**src/rtl/bist_pkg.sv**
```systemverilog
// Shared types for the RAM BIST/repair block: FSM states and the March C- element table.
package bist_pkg;

    typedef enum logic [2:0] {
        S_IDLE,
        S_INIT,
        S_ELEM,
        S_CHECK,
        S_DONE
    } state_t;

    localparam int unsigned NUM_ELEM = 6;

    // Op i of an element: is_rd[i] selects read vs write, inv[i] selects ~B vs B.
    typedef struct packed {
        logic       down;
        logic [1:0] nops;
        logic [1:0] is_rd;
        logic [1:0] inv;
    } elem_t;

    function automatic elem_t elem_info(input logic [2:0] e);
        case (e)
            3'd0:    elem_info = '{1'b0, 2'd1, 2'b00, 2'b00};
            3'd1:    elem_info = '{1'b0, 2'd2, 2'b01, 2'b10};
            3'd2:    elem_info = '{1'b0, 2'd2, 2'b01, 2'b01};
            3'd3:    elem_info = '{1'b1, 2'd2, 2'b01, 2'b10};
            3'd4:    elem_info = '{1'b1, 2'd2, 2'b01, 2'b01};
            3'd5:    elem_info = '{1'b0, 2'd1, 2'b01, 2'b00};
            default: elem_info = '0;
        endcase
    endfunction

endpackage

```
**src/rtl/repair_cam.sv**
```systemverilog
// Spare-word CAM: address tags with valid bits and per-entry data registers.
// One lookup port serves allocation and functional writes; a second serves reads.
module repair_cam #(
    parameter int unsigned SPARES = 2,
    parameter int unsigned ADDR_W = 10,
    parameter int unsigned DATA_W = 8
) (
    input  logic              clk,
    input  logic              rst,
    input  logic              clear,
    input  logic [ADDR_W-1:0] lk_addr,
    output logic              lk_hit,
    output logic              full,
    input  logic              alloc_en,
    input  logic              wr_en,
    input  logic [DATA_W-1:0] wr_data,
    input  logic [ADDR_W-1:0] rd_addr,
    output logic              rd_hit,
    output logic [DATA_W-1:0] rd_data
);
    localparam int unsigned IDX_W = (SPARES > 1) ? $clog2(SPARES) : 1;

    logic [SPARES-1:0] valid;
    logic [ADDR_W-1:0] tag  [SPARES];
    logic [DATA_W-1:0] data [SPARES];
    logic [IDX_W-1:0]  lk_idx;
    logic [IDX_W-1:0]  free_idx;
    logic              free_found;

    always_comb begin
        lk_hit     = 1'b0;
        rd_hit     = 1'b0;
        lk_idx     = '0;
        free_idx   = '0;
        free_found = 1'b0;
        rd_data    = '0;
        for (int unsigned i = 0; i < SPARES; i++) begin
            if (valid[i] && tag[i] == lk_addr) begin
                lk_hit = 1'b1;
                lk_idx = IDX_W'(i);
            end
            if (valid[i] && tag[i] == rd_addr) begin
                rd_hit  = 1'b1;
                rd_data = data[i];
            end
            if (!valid[i] && !free_found) begin
                free_found = 1'b1;
                free_idx   = IDX_W'(i);
            end
        end
    end

    assign full = &valid;

    always_ff @(posedge clk or negedge rst) begin
        if (!rst)
            valid <= '0;
        else if (clear)
            valid <= '0;
        else if (alloc_en && !full)
            valid[free_idx] <= 1'b1;
    end

    always_ff @(posedge clk) begin
        if (alloc_en && !full)
            tag[free_idx] <= lk_addr;
        if (wr_en && lk_hit)
            data[lk_idx] <= wr_data;
    end

endmodule

```
**src/rtl/ram_bist_repair.sv**
```systemverilog
// March C- BIST with spare-word repair, sitting between user logic and a synchronous RAM.
// Define BIST_DIAG_EN to add first-miscompare capture outputs (diag_*).
module ram_bist_repair
    import bist_pkg::*;
#(
    parameter int unsigned ADDR_W    = 10,
    parameter int unsigned DATA_W    = 8,
    parameter int unsigned SPARES    = 2,
    parameter int unsigned FAILCNT_W = 8
) (
    input  logic                         clk,
    input  logic                         rst,
    input  logic                         start,
    output logic                         busy,
    output logic                         done,
    output logic                         pass,
    output logic                         repair_ok,
    output logic [FAILCNT_W-1:0]         fail_cnt,
    output logic [$clog2(SPARES+1)-1:0]  spares_used,
    input  logic [ADDR_W-1:0]            f_rd_addr,
    input  logic [ADDR_W-1:0]            f_wr_addr,
    input  logic [DATA_W-1:0]            f_wr_data,
    input  logic                         f_wr_en,
    output logic [DATA_W-1:0]            f_rd_data,
    output logic [ADDR_W-1:0]            ram_rd_addr,
    output logic [ADDR_W-1:0]            ram_wr_addr,
    output logic [DATA_W-1:0]            ram_wr_data,
    output logic                         ram_wr_en,
    input  logic [DATA_W-1:0]            ram_rd_data
`ifdef BIST_DIAG_EN
    ,
    output logic [ADDR_W-1:0]            diag_addr,
    output logic [DATA_W-1:0]            diag_exp,
    output logic [DATA_W-1:0]            diag_got,
    output logic [2:0]                   diag_elem
`endif
);
    localparam int unsigned SU_W = $clog2(SPARES + 1);

    state_t            state;
    logic [2:0]        elem;
    logic              op;
    logic [ADDR_W-1:0] addr;
    logic              overflow;

    elem_t             cur;
    elem_t             nxt_info;
    logic              op_rd;
    logic              last_op;
    logic              last_addr;
    logic              run_end;
    logic              miscmp;
    logic              start_ok;
    logic [DATA_W-1:0] pat;
    logic              nxt_op;
    logic [2:0]        nxt_elem;
    logic [ADDR_W-1:0] nxt_addr;

    logic              cam_hit;
    logic              cam_full;
    logic              cam_alloc;
    logic              cam_rd_hit;
    logic [DATA_W-1:0] cam_rd_data;
    logic              spare_hit_q;
    logic [DATA_W-1:0] spare_q;

    always_comb begin
        cur       = elem_info(elem);
        nxt_info  = elem_info(elem + 3'd1);
        op_rd     = cur.is_rd[op];
        pat       = cur.inv[op] ? '1 : '0;
        last_op   = ({1'b0, op} == cur.nops - 2'd1);
        last_addr = cur.down ? (addr == '0) : (addr == '1);
        run_end   = last_op && last_addr && (elem == 3'(NUM_ELEM - 1));
        nxt_op    = 1'b0;
        nxt_elem  = elem;
        nxt_addr  = addr;
        if (!last_op) begin
            nxt_op = 1'b1;
        end else if (last_addr) begin
            nxt_elem = elem + 3'd1;
            nxt_addr = nxt_info.down ? '1 : '0;
        end else begin
            nxt_addr = cur.down ? addr - ADDR_W'(1) : addr + ADDR_W'(1);
        end
    end

    assign miscmp    = (state == S_CHECK) && (ram_rd_data != pat);
    assign cam_alloc = miscmp && !cam_hit;
    assign start_ok  = start && (state == S_IDLE || state == S_DONE);

    repair_cam #(
        .SPARES (SPARES),
        .ADDR_W (ADDR_W),
        .DATA_W (DATA_W)
    ) u_cam (
        .clk      (clk),
        .rst      (rst),
        .clear    (start_ok),
        .lk_addr  (busy ? addr : f_wr_addr),
        .lk_hit   (cam_hit),
        .full     (cam_full),
        .alloc_en (cam_alloc),
        .wr_en    (f_wr_en && !busy),
        .wr_data  (f_wr_data),
        .rd_addr  (f_rd_addr),
        .rd_hit   (cam_rd_hit),
        .rd_data  (cam_rd_data)
    );

    always_ff @(posedge clk or negedge rst) begin
        if (!rst) begin
            state       <= S_IDLE;
            elem        <= '0;
            op          <= 1'b0;
            addr        <= '0;
            busy        <= 1'b0;
            done        <= 1'b0;
            pass        <= 1'b0;
            repair_ok   <= 1'b0;
            fail_cnt    <= '0;
            spares_used <= '0;
            overflow    <= 1'b0;
        end else begin
            case (state)
                S_IDLE, S_DONE: begin
                    if (start) begin
                        state       <= S_INIT;
                        done        <= 1'b0;
                        pass        <= 1'b0;
                        repair_ok   <= 1'b0;
                        fail_cnt    <= '0;
                        spares_used <= '0;
                        overflow    <= 1'b0;
                    end
                end
                S_INIT: begin
                    state <= S_ELEM;
                    elem  <= '0;
                    op    <= 1'b0;
                    addr  <= '0;
                    busy  <= 1'b1;
                end
                S_ELEM, S_CHECK: begin
                    if (miscmp) begin
                        if (fail_cnt != '1)
                            fail_cnt <= fail_cnt + FAILCNT_W'(1);
                        if (cam_alloc) begin
                            if (cam_full)
                                overflow <= 1'b1;
                            else
                                spares_used <= spares_used + SU_W'(1);
                        end
                    end
                    if (state == S_ELEM && op_rd) begin
                        state <= S_CHECK;
                    end else if (run_end) begin
                        // Fold in the final compare, which lands on this same edge.
                        state     <= S_DONE;
                        busy      <= 1'b0;
                        done      <= 1'b1;
                        pass      <= (fail_cnt == '0) && !miscmp;
                        repair_ok <= !(overflow || (cam_alloc && cam_full));
                    end else begin
                        state <= S_ELEM;
                        op    <= nxt_op;
                        elem  <= nxt_elem;
                        addr  <= nxt_addr;
                    end
                end
                default: state <= S_IDLE;
            endcase
        end
    end

`ifdef BIST_DIAG_EN
    always_ff @(posedge clk or negedge rst) begin
        if (!rst || state == S_INIT) begin
            diag_addr <= '0;
            diag_exp  <= '0;
            diag_got  <= '0;
            diag_elem <= '0;
        end else if (miscmp && fail_cnt == '0) begin
            diag_addr <= addr;
            diag_exp  <= pat;
            diag_got  <= ram_rd_data;
            diag_elem <= elem;
        end
    end
`endif

    // Spare data is sampled at read issue, so a same-cycle write returns the old word.
    always_ff @(posedge clk or negedge rst) begin
        if (!rst) begin
            spare_hit_q <= 1'b0;
            spare_q     <= '0;
        end else begin
            spare_hit_q <= cam_rd_hit;
            spare_q     <= cam_rd_data;
        end
    end

    always_comb begin
        if (busy) begin
            ram_rd_addr = addr;
            ram_wr_addr = addr;
            ram_wr_data = pat;
            ram_wr_en   = (state == S_ELEM) && !op_rd;
            f_rd_data   = '0;
        end else begin
            ram_rd_addr = f_rd_addr;
            ram_wr_addr = f_wr_addr;
            ram_wr_data = f_wr_data;
            ram_wr_en   = f_wr_en;
            f_rd_data   = spare_hit_q ? spare_q : ram_rd_data;
        end
    end

endmodule

```
**config.mk**
```make
export PLATFORM = sky130hd
export DESIGN_NAME = ram_bist_repair
export DESIGN_NICKNAME = d
export VERILOG_FILES = /design/src/rtl/bist_pkg.sv /design/src/rtl/repair_cam.sv /design/src/rtl/ram_bist_repair.sv
export SDC_FILE = /design/constraint.sdc
export NUM_CORES = 1
export LEC_CHECK = 0
export CAP_MARGIN = 20
export CORE_MARGIN = 3
export CORE_UTILIZATION = 52
export CTS_CLUSTER_SIZE = 30
export DETAILED_ROUTE_END_ITERATION = 6
export PLACE_DENSITY_LB_ADDON = 0.3
export SYNTH_ARGS = -nofsm -noshare
export SYNTH_HDL_FRONTEND = slang
export SYNTH_SLANG_ARGS = --single-unit
export TNS_END_PERCENT = 5
```
**constraint.sdc**
```tcl
create_clock -name clk -period 3.5 [get_ports clk]
set_input_delay 0.525 -clock clk [delete_from_list [all_inputs] [get_ports clk]]
set_output_delay 0.525 -clock clk [all_outputs]
set_load 0.02 [all_outputs]
```
==> out/results.ini <==
[cts]
cts.sinks=79
cts_resized=0
clock_latency_ns=0.35
cts.path.max_buffers=2
clk_pin_slew_ns=0.09
cts_tree=built
htree_levels=3
cts_hold_buffers=0
cts-root-buf=clkbuf_8
numCtsBuffers=9
post_cts_buffers=0

[yosys]
synth_seq_cells=79
synth-warning-count=0
postSynthCellCount=451
synth_area_per_cell_sq_um=10.35
ys_seq_area_share_pct=46.22
synth_edf_count=36
syn_nets=507
synth_area_sq_mm=0.004667
synth.distinct_cells=62
synth_flop_cell=dfrtp_1
synthArstFlopShare_pct=54.43

[final_layout]
nNetsFinal=603
area_delta_synth_final_pct=25.55
fillCellCount=638
regArea_sq_mm=0.002157
diodes=0
final_layout_size_suffix_gt1_share_pct=9.783
post-route-cell-area_sq_mm=0.005859
multi_input_area_sq_mm=0.002293

[global_route]
gr-usage-met3_pct=5.329
use_met1_pct=30.65
grt_pass1_vias=3822
grt.busiest_layer=met2
met2_usage_pct=39.09
grt_max_degree=44
grt_antenna_before_repair=0
track_usage_pct=23.44
grt_pass1_wl_um=18750
grt_overflow=0

[die]
core_area_sq_mm=0.008464
die_w_um=100.7
rows=33
die-height_um=100.7
start_util_pct=55.14
die_area_sq_mm=0.01015
ios=91

[drt]
vias=3777
route.detailed.drc=0
drt_iter0_markers=189
detail-route-antenna-nets=0
wire_per_inst_um=17.41
viasPerCell=5.749
wirelength_um=11440
first_pass_iters=5

[run_status]
status=finished, final reports clean

[pwr]
power_mw=3.189
power_leakage_nw=2.393
ir_worst_vdd_mv=0.3543
power-per-cell-area_mw_per_mm2=544.3

[setup_path]
crit_required_ns=2.97
worstSetupStartpointType=flip-flop
arrival_ns=2.67
cp_max_fo=9
end_kind=output port
crit_type=flip-flop to output port

[place]
dp_hpwl_um=8576
place.gp.congestion=0.8448
io_buffer_count=90
dpl-instance-area_sq_mm=0.005682

[sta]
slew_headroom_pct=34.69
fmax_ghz=0.3127
period_needed_ns=3.198
final.setup.tns_ns=0
setup_viol=0
fin_crit_sh_pct=91.37
slew_viol_final=0
tightest_slew_ns=0.9797
rsz0062_at_grt=no
skew_ns=0.01489
hold_viol=0

[worst_hold_path]
holdCritPathClass=primary input to async pin

[job]
maxCapViolCount=0

==> through the flow <==
step | utilization, % | setup WS [ns] | hold slack (ns) | cells
finish | 69.22 | 0.3020 | 0.3227 | 657
global route | 69.22 | 0.1197 | 0.3831 | 657
CTS | 69.22 | 0.2670 | 0.3379 | 657
detailed placement | 67.12 | 0.3774 | 0.4636 | 641
global placement | 67.12 | 0.5224 | 0.4537 | 641
floorplan | - | 0.6790 | 0.2294 | 451
==> final timing paths <==
kind                                             from                 endpoint  slack (ns)  cells after the start
setup reg to reg                  elem[2]$_DFFE_PN0P_      addr[8]$_DFFE_PN0P_        0.35                     11
min in group clk           u_cam.data[0][6]$_DFFE_PP_     spare_q[6]$_DFF_PN0_        0.48                      2
hold / removal                                    rst  fail_cnt[4]$_DFFE_PN0P_        0.32                      1
hold reg to reg            u_cam.data[0][6]$_DFFE_PP_     spare_q[6]$_DFF_PN0_        0.48                      2
max in group asynchronous                         rst      addr[5]$_DFFE_PN0P_        2.57                      1
setup / recovery                  elem[2]$_DFFE_PN0P_                ram_wr_en        0.30                      7
==> cells by family (layout without fill, tap and decap cells) <==
family,after synthesis,after routing,synth area share (%)
buffers and inverters,45,146,4.772
flip-flops,79,79,46.22
AO/OA/AOI/OAI,84,84,11.88
AND/OR/NAND/NOR,144,144,15.84
multiplexers,34,34,7.641
XOR/XNOR,49,49,9.196
adder cells (fa/ha/maj),16,16,4.450
==> flip-flops by register name, indices dropped and copies added, names as in the netlist, 2 cells and up <==
signal,flops
state,3
u_cam.valid,2
u_cam.tag,20
addr,10
fail_cnt,8
elem,3
spares_used,2
u_cam.data,16
spare_q,8
==> power by group <==
part	switching (mW)	total (mW)	internal, mW
Sequential	0.129	1.21	1.09
Clock	0.358	0.623	0.264
Combinational	0.737	1.35	0.615
Total	1.22	3.19	1.96
==> routing by layer <==
layer	wire, um	share of wire, %
met5	0	0
met4	174	1.5
met2	5713	50
met1	4780	42
met3	772	6.7
==> area by class of cell <==
class | count | area share (%)
clock buffer | 9 | 2.114
clock inverter | 7 | 0.9182
inverter | 29 | 1.858
multi-input combinational | 327 | 39.14
sequential | 79 | 36.81
tap | 105 | 2.242
timing repair buffer | 101 | 16.91
==> cell usage after synthesis (all sizes together), types with 2 or more instances <==
cell      n  area [sq um]
or3b      2         20.02
nor4      8         56.30
or4       4         33.78
nand3    19         100.1
and3      3         18.77
dfrtp    43          1076
nand4    15         93.84
o41ai     2         17.52
clkbuf    8         30.03
xor2     22         192.7
o31ai     2         15.01
nor4b     2         17.52
or3       2         12.51
a211oi    3         27.52
edfxtp   36          1081
nand2    40         157.6
nor2b     2         12.51
a21oi    11         55.05
or2       3         18.77
a21o      7         52.55
nand2b    5         31.28
o2bb2ai   2         17.52
nor2     29         108.9
o21ai    34         173.9
o21a      9         67.56
ha       15         187.7
mux2     13         146.4
buf       8         83.82
xnor2    27         236.5
nor3      7         35.03
inv      29         108.9
mux2i    21         210.2
==> layout by cell type, fill, tap and decap left out, drive strengths merged, types with 4 or more instances in the layout <==
| cell type | count |
|---|---|
| clkdlybuf4s50 | 89 |
| dfrtp | 43 |
| nand2 | 40 |
| edfxtp | 36 |
| o21ai | 34 |
| inv | 32 |
| nor2 | 29 |
| xnor2 | 27 |
| xor2 | 22 |
| mux2i | 21 |
| nand3 | 19 |
| nand4 | 15 |
| ha | 15 |
| mux2 | 13 |
| buf | 12 |
| a21oi | 11 |
| o21a | 9 |
| clkbuf | 9 |
| nor4 | 8 |
| nor3 | 7 |
| a21o | 7 |
| nand2b | 5 |
| or4 | 4 |
==> worst max-delay path: stages, from the launching register on <==
cell and delay [ns]:
dfrtp_1 0.51, inv_1 0.12, ha_1 0.27, nand2b_1 0.33, o21bai_1 0.28, nand3_1 0.10
nand2_1 0.10, clkdlybuf4s50_1 0.60
No activity file was read; power rests on OpenSTA's default activity.
